File: src/rtl/sar_ctrl_pkg.sv
// +----------------------------------------------------------------------+
// | sar_ctrl_pkg : shared state encoding and defaults for the SAR ctrl    |
// | Rev 1.0                                                               |
// +----------------------------------------------------------------------+
`default_nettype none

package sar_ctrl_pkg;

  localparam int SAR_N_BITS_DEF = 8;

  typedef enum logic [2:0] {
    ST_IDLE   = 3'd0,
    ST_SAMPLE = 3'd1,
    ST_TRIAL  = 3'd2,
    ST_WAIT   = 3'd3,
    ST_DONE   = 3'd4
  } sar_state_t;

endpackage

`default_nettype wire

File: src/rtl/sar_wait_timer.sv
// +----------------------------------------------------------------------+
// | sar_wait_timer : loadable down-counter, flags the last allowed cycle  |
// | Rev 1.0                                                               |
// +----------------------------------------------------------------------+
`default_nettype none

module sar_wait_timer #(
  parameter int TIMEOUT = 15
) (
  input  logic clk,
  input  logic rst_n,
  input  logic load,
  input  logic run,
  output logic expired
);

  localparam int TW = $clog2(TIMEOUT + 1);

  logic [TW-1:0] r_count;

  always_ff @(posedge clk or negedge rst_n) begin
    if (!rst_n) begin
      r_count <= '0;
    end else if (load) begin
      r_count <= TW'(TIMEOUT);
    end else if (run && (r_count != '0)) begin
      r_count <= r_count - 1'b1;
    end
  end

  // High during the TIMEOUT-th running cycle after a load.
  assign expired = run && (r_count == TW'(1));

endmodule

`default_nettype wire

File: src/rtl/sar_ctrl.sv
// +----------------------------------------------------------------------+
// | sar_ctrl : successive-approximation controller, MSB-first, one bit    |
// | per TRIAL/WAIT pair, with per-bit decision timeout. Rev 1.0           |
// +----------------------------------------------------------------------+
`default_nettype none

module sar_ctrl
  import sar_ctrl_pkg::*;
#(
  parameter int N_BITS        = SAR_N_BITS_DEF,
  parameter int SAMPLE_CYCLES = 2,
  parameter int TIMEOUT       = 15
) (
  input  logic              clk,
  input  logic              rst_n,
  input  logic              en,
  input  logic              start,
  input  logic              cmp_ready,
  input  logic              cmp_out,
  output logic              sample,
  output logic              cmp_trig,
  output logic [N_BITS-1:0] dac_code,
  output logic [N_BITS-1:0] data_out,
  output logic              data_valid,
  output logic              busy,
  output logic              timeout
);

  localparam int IW = (N_BITS > 1) ? $clog2(N_BITS) : 1;
  localparam int SW = $clog2(SAMPLE_CYCLES + 1);

  sar_state_t        r_state;
  logic [N_BITS-1:0] r_result;
  logic [IW-1:0]     r_bit;
  logic [SW-1:0]     r_samp_cnt;

  logic              w_tmr_expired;
  logic              w_decide;
  logic              w_decision;
  logic [N_BITS-1:0] w_result_upd;
  logic [N_BITS-1:0] w_next_trial;

  // TRIAL always precedes WAIT, so loading there arms the timer for WAIT entry.
  sar_wait_timer #(
    .TIMEOUT (TIMEOUT)
  ) u_wait_timer (
    .clk     (clk),
    .rst_n   (rst_n),
    .load    (r_state == ST_TRIAL),
    .run     (r_state == ST_WAIT),
    .expired (w_tmr_expired)
  );

  // A real decision beats an expiring timer in the same cycle.
  assign w_decide   = (r_state == ST_WAIT) && (cmp_ready || w_tmr_expired);
  assign w_decision = cmp_ready ? cmp_out : 1'b0;

  always_comb begin
    w_result_upd        = r_result;
    w_result_upd[r_bit] = w_decision;
  end

  assign w_next_trial = w_result_upd | (N_BITS'(1) << (r_bit - 1'b1));

  always_ff @(posedge clk or negedge rst_n) begin
    if (!rst_n) begin
      r_state    <= ST_IDLE;
      r_result   <= '0;
      r_bit      <= '0;
      r_samp_cnt <= '0;
      sample     <= 1'b0;
      cmp_trig   <= 1'b0;
      dac_code   <= '0;
      data_out   <= '0;
      data_valid <= 1'b0;
      busy       <= 1'b0;
      timeout    <= 1'b0;
    end else begin
      cmp_trig   <= 1'b0;
      data_valid <= 1'b0;
      if (!en) begin
        r_state  <= ST_IDLE;
        sample   <= 1'b0;
        busy     <= 1'b0;
        dac_code <= '0;
      end else begin
        case (r_state)
          ST_IDLE: begin
            if (start) begin
              r_state    <= ST_SAMPLE;
              sample     <= 1'b1;
              busy       <= 1'b1;
              r_result   <= '0;
              timeout    <= 1'b0;
              r_bit      <= '0;
              r_samp_cnt <= SW'(SAMPLE_CYCLES - 1);
            end
          end
          ST_SAMPLE: begin
            if (r_samp_cnt == '0) begin
              r_state  <= ST_TRIAL;
              sample   <= 1'b0;
              r_bit    <= IW'(N_BITS - 1);
              cmp_trig <= 1'b1;
              dac_code <= N_BITS'(1) << (N_BITS - 1);
            end else begin
              r_samp_cnt <= r_samp_cnt - 1'b1;
            end
          end
          ST_TRIAL: begin
            r_state <= ST_WAIT;
          end
          ST_WAIT: begin
            if (w_decide) begin
              r_result <= w_result_upd;
              if (!cmp_ready) begin
                timeout <= 1'b1;
              end
              if (r_bit == '0) begin
                r_state    <= ST_DONE;
                data_out   <= w_result_upd;
                data_valid <= 1'b1;
              end else begin
                r_state  <= ST_TRIAL;
                r_bit    <= r_bit - 1'b1;
                cmp_trig <= 1'b1;
                dac_code <= w_next_trial;
              end
            end
          end
          ST_DONE: begin
            r_state <= ST_IDLE;
            busy    <= 1'b0;
          end
          default: begin
            r_state <= ST_IDLE;
            busy    <= 1'b0;
          end
        endcase
      end
    end
  end

endmodule

`default_nettype wire
File: config.mk
export PLATFORM = sky130hd
export DESIGN_NAME = sar_ctrl
export DESIGN_NICKNAME = d
export VERILOG_FILES = /design/src/rtl/sar_ctrl_pkg.sv /design/src/rtl/sar_wait_timer.sv /design/src/rtl/sar_ctrl.sv
export SDC_FILE = /design/constraint.sdc
export NUM_CORES = 1
export LEC_CHECK = 0
export CAP_MARGIN = 25
export CORE_ASPECT_RATIO = 0.75
export CORE_MARGIN = 3
export CORE_UTILIZATION = 55
export CTS_CLUSTER_SIZE = 8
export DETAILED_ROUTE_END_ITERATION = 16
export PLACE_DENSITY = 0.85
export SYNTH_ARGS = -nofsm -noshare
export SYNTH_HDL_FRONTEND = slang
export SYNTH_SLANG_ARGS = --single-unit
File: constraint.sdc
create_clock -name clk -period 6.26 [get_ports clk]
set_input_delay 0.939 -clock clk [delete_from_list [all_inputs] [get_ports clk]]
set_output_delay 0.939 -clock clk [all_outputs]
set_load 0.02 [all_outputs]
Word-level counts from Yosys, hierarchy flattened
Cells that the tools add are included.
Word-level totals
  bits of input ports: 6
  word-level logic and storage cells: 106
  register bits: 41
  output and inout bits: 21
Operators by class
  reduce and logical (&&, ||, !) cells: 23
  eq/ne operators: 17
  $lt $le $gt $ge: 2
  shifts and indexed selects: 1
  mux-type cells: 47
  bitwise logic cells: 1
  add/sub/neg operators: 3
Operators with widths (number)
  $mux 8: 6
  $pmux 8 s2: 2
  $mux 3: 9
  $mux 1: 17
  $reduce_and 4->1: 4
  $ne 2x2->1 const B: 7
  $ne 3x3->1 const B: 4
  $pmux 3 s4: 1
  $pmux 3 s3: 1
  $bwmux 8: 1
  $mux 4: 2
  $or 8x8->8: 1
  $pmux 1 s2: 4
  $shl 1x3->8 const A: 1
  $eq 3x2->1 const B: 2
  $logic_not 3->1: 2
  $ne 3x1->1 const B: 2
  $reduce_and 3->1: 2
  $reduce_and 6->1: 1
  $reduce_bool 2->1: 3
  $reduce_and 5->1: 1
  $eq 4x1->1 const B: 1
  $logic_and 1x1->1: 4
  $lt 3x4->1 const B: 1
  other kinds (14): 15

Longest topological paths before layout
  depth in word-level cells: 10
  mapped depth: 8
  gate-level depth less buffers: 6

Hierarchy
A second synthesis with hierarchy kept.
Unflattened totals
  cell total of the unflattened synthesis: 215
  area total of the unflattened synthesis: 2244.7 um^2
By module, submodules not included
  sar_ctrl: instances 1, area an instance 2003.2 um^2, sequential area each 925.9 um^2, cells each 193
  sar_wait_timer: instances 1, area an instance 241.5 um^2, sequential area each 100.1 um^2, cells each 22

Worst setup path before layout
OpenSTA, ideal clock, no wires.
  path type: reg2reg
  start point: register r_bit[0]
  end point: register dac_code[0]
  arrival: 1880 ps
  data required time: 6135 ps
  library setup time: 125 ps
  slack: 4255 ps
  cell stages (with the launch flop): 9
  period minus slack after synthesis: 2005 ps
  buffers on the path: 2
  path through: dfrtp_1 > clkbuf_1 > inv_1 > ha_1 > and3b_1 > a2111oi_4 > nor2b_1 > buf_2 > o2bb2ai_1
Between the ends
  cells in the longest elaborated chain, start to end: 10
  elaborated cells between the ends (all ways): 16
  those cells by class: add/sub (1); order compare (2); eq/ne (1); shift (1); mux (7); bitwise (1); reduce/logical (3)
Ends and longest elaborated chain
  from (decl): RTL line sar_ctrl.sv:34  | logic [IW-1:0] r_bit;
  from (signal assigned): RTL line sar_ctrl.sv:103  | r_bit <= IW'(N_BITS - 1);
  from (signal assigned): RTL line sar_ctrl.sv:125  | r_bit <= r_bit - 1'b1;
  $lt 3x4->1 (not written as such) or $ge 3x1->1 (tied branches): RTL line sar_ctrl.sv:60  | w_result_upd[r_bit] = w_decision;
  $logic_and 1x1->1 (not written as such): RTL line sar_ctrl.sv:60
  $mux 1 (not written as such): RTL line sar_ctrl.sv:60
  $demux 1 s3: RTL line sar_ctrl.sv:60
  $bwmux 8: RTL line sar_ctrl.sv:60
  $or 8x8->8: RTL line sar_ctrl.sv:63  | assign w_next_trial = w_result_upd | (N_BITS'(1) << (r_bit - 1'b1));
  $mux 8: RTL line sar_ctrl.sv:119  | if (r_bit == '0) begin
  $mux 8: RTL line sar_ctrl.sv:114  | if (w_decide) begin
  $pmux 8 s2: RTL line sar_ctrl.sv:87  | case (r_state)
  $mux 8: RTL line sar_ctrl.sv:81  | if (!en) begin
  to (signal assigned): RTL line sar_ctrl.sv:105  | dac_code <= N_BITS'(1) << (N_BITS - 1);
  to (signal assigned): RTL line sar_ctrl.sv:127  | dac_code <= w_next_trial;
  to (decl): RTL line sar_ctrl.sv:22  | output logic [N_BITS-1:0] dac_code,
Several ways; a longest one is shown, not always the timed one. The select of a mux whose other input is x is not followed.
A chain may end at the register's enable or synchronous reset.

Worst setup path after layout
  start point: input port en
  end point: register r_bit[1]
Between the ends
  cells in the longest elaborated chain, start to end: 1
Ends and longest elaborated chain
  from (decl): RTL line sar_ctrl.sv:16  | input logic en,
  $reduce_and 6->1 (no source line)
No other way between the ends.

==> key figures <==
Logic synthesis
  • Ys async rst share: 100%
  • Yosys reg bits: slightly above 40
  • Mapped cell area: roughly 2200 um2
  • Sequential fraction of the synthesis area: between 40% and 50%
  • Cells after synthesis: 203
  • Synth cell types: 45
  • Yosys warning count: 0
  • Synthesized Nets: 217
  • Avg Cell Area, Syn: approximately 11 um2
  • Most used DFF post-synth: dfrtp_1
  • Number of flops mapped to enable cells by yosys: 0

Clocking
  • Num CTS Buffers: 5
  • Worst-path clk slew: ~0.080 ns
  • Root Driver: clkbuf_8
  • Hold Buf Count CTS: 0
  • Skew-Pair Late Insertion Delay: 0.30 ns
  • Deepest clock path buffer count: 2
  • Clock sink total: 41
  • H-Tree Depth: 2
  • CTS resizes: 0
  • Post-CTS Setup Bufs: 0
  • CTS tree: done

Worst setup path
  • CP Capture Type: flop
  • CP required: 6.45 ns
  • CP startpoint kind: input port
  • Data arrival, critical path: 2.87 ns
  • Critical path cell sequence: clkdlybuf4s50_1 > nor2b_1 > o21ai_0 > a21oi_1 > mux2_2
  • CP peak stage delay: 0.58 ns
  • Worst path slowest cell: clkdlybuf4s50_1
  • Worst-path fanout max: 7
  • CP Class: input port to flop

Drt
  • ANT nets after route: 0
  • DR iter-0 viols: 97
  • Routed WL per cell: 15.7 um
  • Vias after detailed routing: 1593
  • Routed vias/inst: ~5.7
  • Wirelength, routed: between 4 and 5 mm
  • Residual DRC count: 0
  • Initial DRT Pass Iterations: 4

Pwr
  • Power density over cell area: 322 nW/um2
  • Comb power frac: ~33%
  • Switch share: a little over a third
  • Sequential power share: 44.4%
  • Psw: roughly 0.00030 W
  • Max VDD drop: 0.200 mV
  • Pwr Total: slightly above 0.0008 W
  • Internal power: 0.000520 W
  • Clock power share: a little under a quarter
  • Lkg Pwr: between 1 and 1.5 nW

Floorplan
  • I/O Pins: 27
  • Chip Width: between 70 and 80 um
  • Die height: roughly 60 um
  • Die area: 4720 um2
  • Starting Density: 58.2%
  • # rows: 19
  • CORE AREA: 3710 um2

Timing
  • Clk_skew: 0.00494 ns
  • Max-slew violations: 0
  • Least-Margin Pin Slew: between 0.8 and 0.9 ns
  • Setup TNS: 0 ns
  • Max Clk Rate: 372 MHz
  • Tcrit/Tclk final: between 40% and 50%
  • Final period demand of the worst path: about 2.7 ns
  • # setup viols final: 0
  • Final Hold Viols: 0
  • Slew HR: 41.7%
  • Unrepaired setup endpoints after global routing: no

Worst hold path
  • Hold Crit Class: flop to flop

Place
  • Buffers on Ports: 26
  • GPL Wtd Cong: ~0.85
  • Hpwl dp: 3.09 mm

Cells and area
  • Synthesis-to-finish area growth: 18.0%
  • Most common cell after layout, fill and taps aside: dfrtp_1
  • Antenna Cells: 0
  • Share of cells above drive strength 1: 9.61%
  • Final nets: 242
  • Most frequent cells in the layout: 41 x dfrtp_1, 25 x clkdlybuf4s50_1, 13 x o2bb2ai_1, 13 x o21ai_0, 11 x nand2_1

GRT
  • Largest net degree at the start of global routing: 42
  • First-pass GRT wire length: about 7.4 mm
  • Grt ovf: 0
  • Initial antenna violation count: 0
  • All-Layer GR Usage: approximately a fifth
  • Vias in the first global route: between 1000 and 1500

Run status
  • Status: complete, no violations

Run
  • Max-cap violations: 0
[synth_stat cells, types with 5 or more instances]
cell type | n | area [um2]
dfrtp_1 | 41 | 1030
mux2i_1 | 8 | 80.1
nand2b_1 | 5 | 31.3
nor2b_1 | 8 | 50.1
nand2_1 | 11 | 41.3
nor2_1 | 10 | 37.5
o21ai_0 | 13 | 65.1
ha_1 | 8 | 100
a21boi_0 | 7 | 52.6
inv_1 | 10 | 37.5
mux2_2 | 6 | 67.6
a21oi_1 | 8 | 40.0
o2bb2ai_1 | 13 | 114
[state kept, by name (all words and copies together), names as in the netlist, 2 cells and up]
| register | count |
|---|---|
| r_bit | 3 |
| r_result | 8 |
| u_wait_timer.r_count | 4 |
| data_out | 8 |
| r_state | 3 |
| r_samp_cnt | 2 |
| dac_code | 8 |
[routing by layer]
layer	vias to the layer above	global-route usage, %	share of wire, %	routed length (um)
li1	786	-	-	-
met1	760	31.9	53	2320
met2	40	28.4	42	1850
met3	7	3.31	4.1	181
met4	0	7.98	1.4	60
met5	-	0	0	0
[area by class of cell]
class	count	area, um2
Clock inverter	1	5.00
Tap cell	52	65.1
Inverter	10	37.5
Sequential cell	41	1030
Multi-Input combinational cell	143	1050
Timing Repair Buffer	27	263
Fill cell	312	1160
Clock buffer	7	96.3
[power by group through the flow]
stage | logic [W] | clock network, W | registers, W
finish | 0.000266 | 0.000190 | 0.000364
global route | 0.000302 | 0.000200 | 0.000373
CTS | 0.000265 | 0.000195 | 0.000362
detailed placement | 0.000264 | 0 | 0.000367
global placement | 0.000253 | 0 | 0.000365
floorplan | 0.000220 | 0 | 0.000338
[final timing paths]
kind / from / depth (start not counted) / slack (ns) / to
max in group asynchronous: rst_n / 1 / 4.96 / data_out[2]
max reg2reg: r_bit[0] / 6 / 4.06 / dac_code[6]
min: data_out[7] / 2 / 0.48 / data_out[7]
min in group asynchronous: rst_n / 1 / 0.76 / data_out[3]
max: en / 5 / 3.57 / r_bit[1]
min reg2reg: data_out[7] / 2 / 0.48 / data_out[7]
[stage by stage]
step / setup slack [ns] / hold WS [ns] / std cells / area (um2) / utilization, %
2_1_floorplan: 4.26 / 0.455 / 203 / 2160 / -
3_3_place_gp: 3.23 / 0.463 / 272 / 2440 / 65.8
4_1_cts: 3.62 / 0.492 / 281 / 2550 / 68.7
3_5_place_dp: 3.31 / 0.474 / 273 / 2450 / 66.0
6_report: 3.57 / 0.484 / 281 / 2550 / 68.7
5_1_grt: 3.42 / 0.507 / 281 / 2550 / 68.7
[logic make-up after synthesis]
| family | share of synthesized area [%] |
|---|---|
| AOI/OAI and AO/OA | 21.2 |
| xor gates and xnor gates | 1.62 |
| adders and majority gates | 4.64 |
| buffers and inverters | 3.59 |
| DFF | 47.5 |
| muxes | 6.84 |
| and+or+nand+nor | 14.6 |
[critical path: cells and delay by family]
kind,cells,cell delay [ns]
muxes,1,0.38
and+or+nand+nor,1,0.44
AOI/OAI and AO/OA,2,0.55
buffers and inverters,1,0.58
No activity file was read; power rests on OpenSTA's default activity.
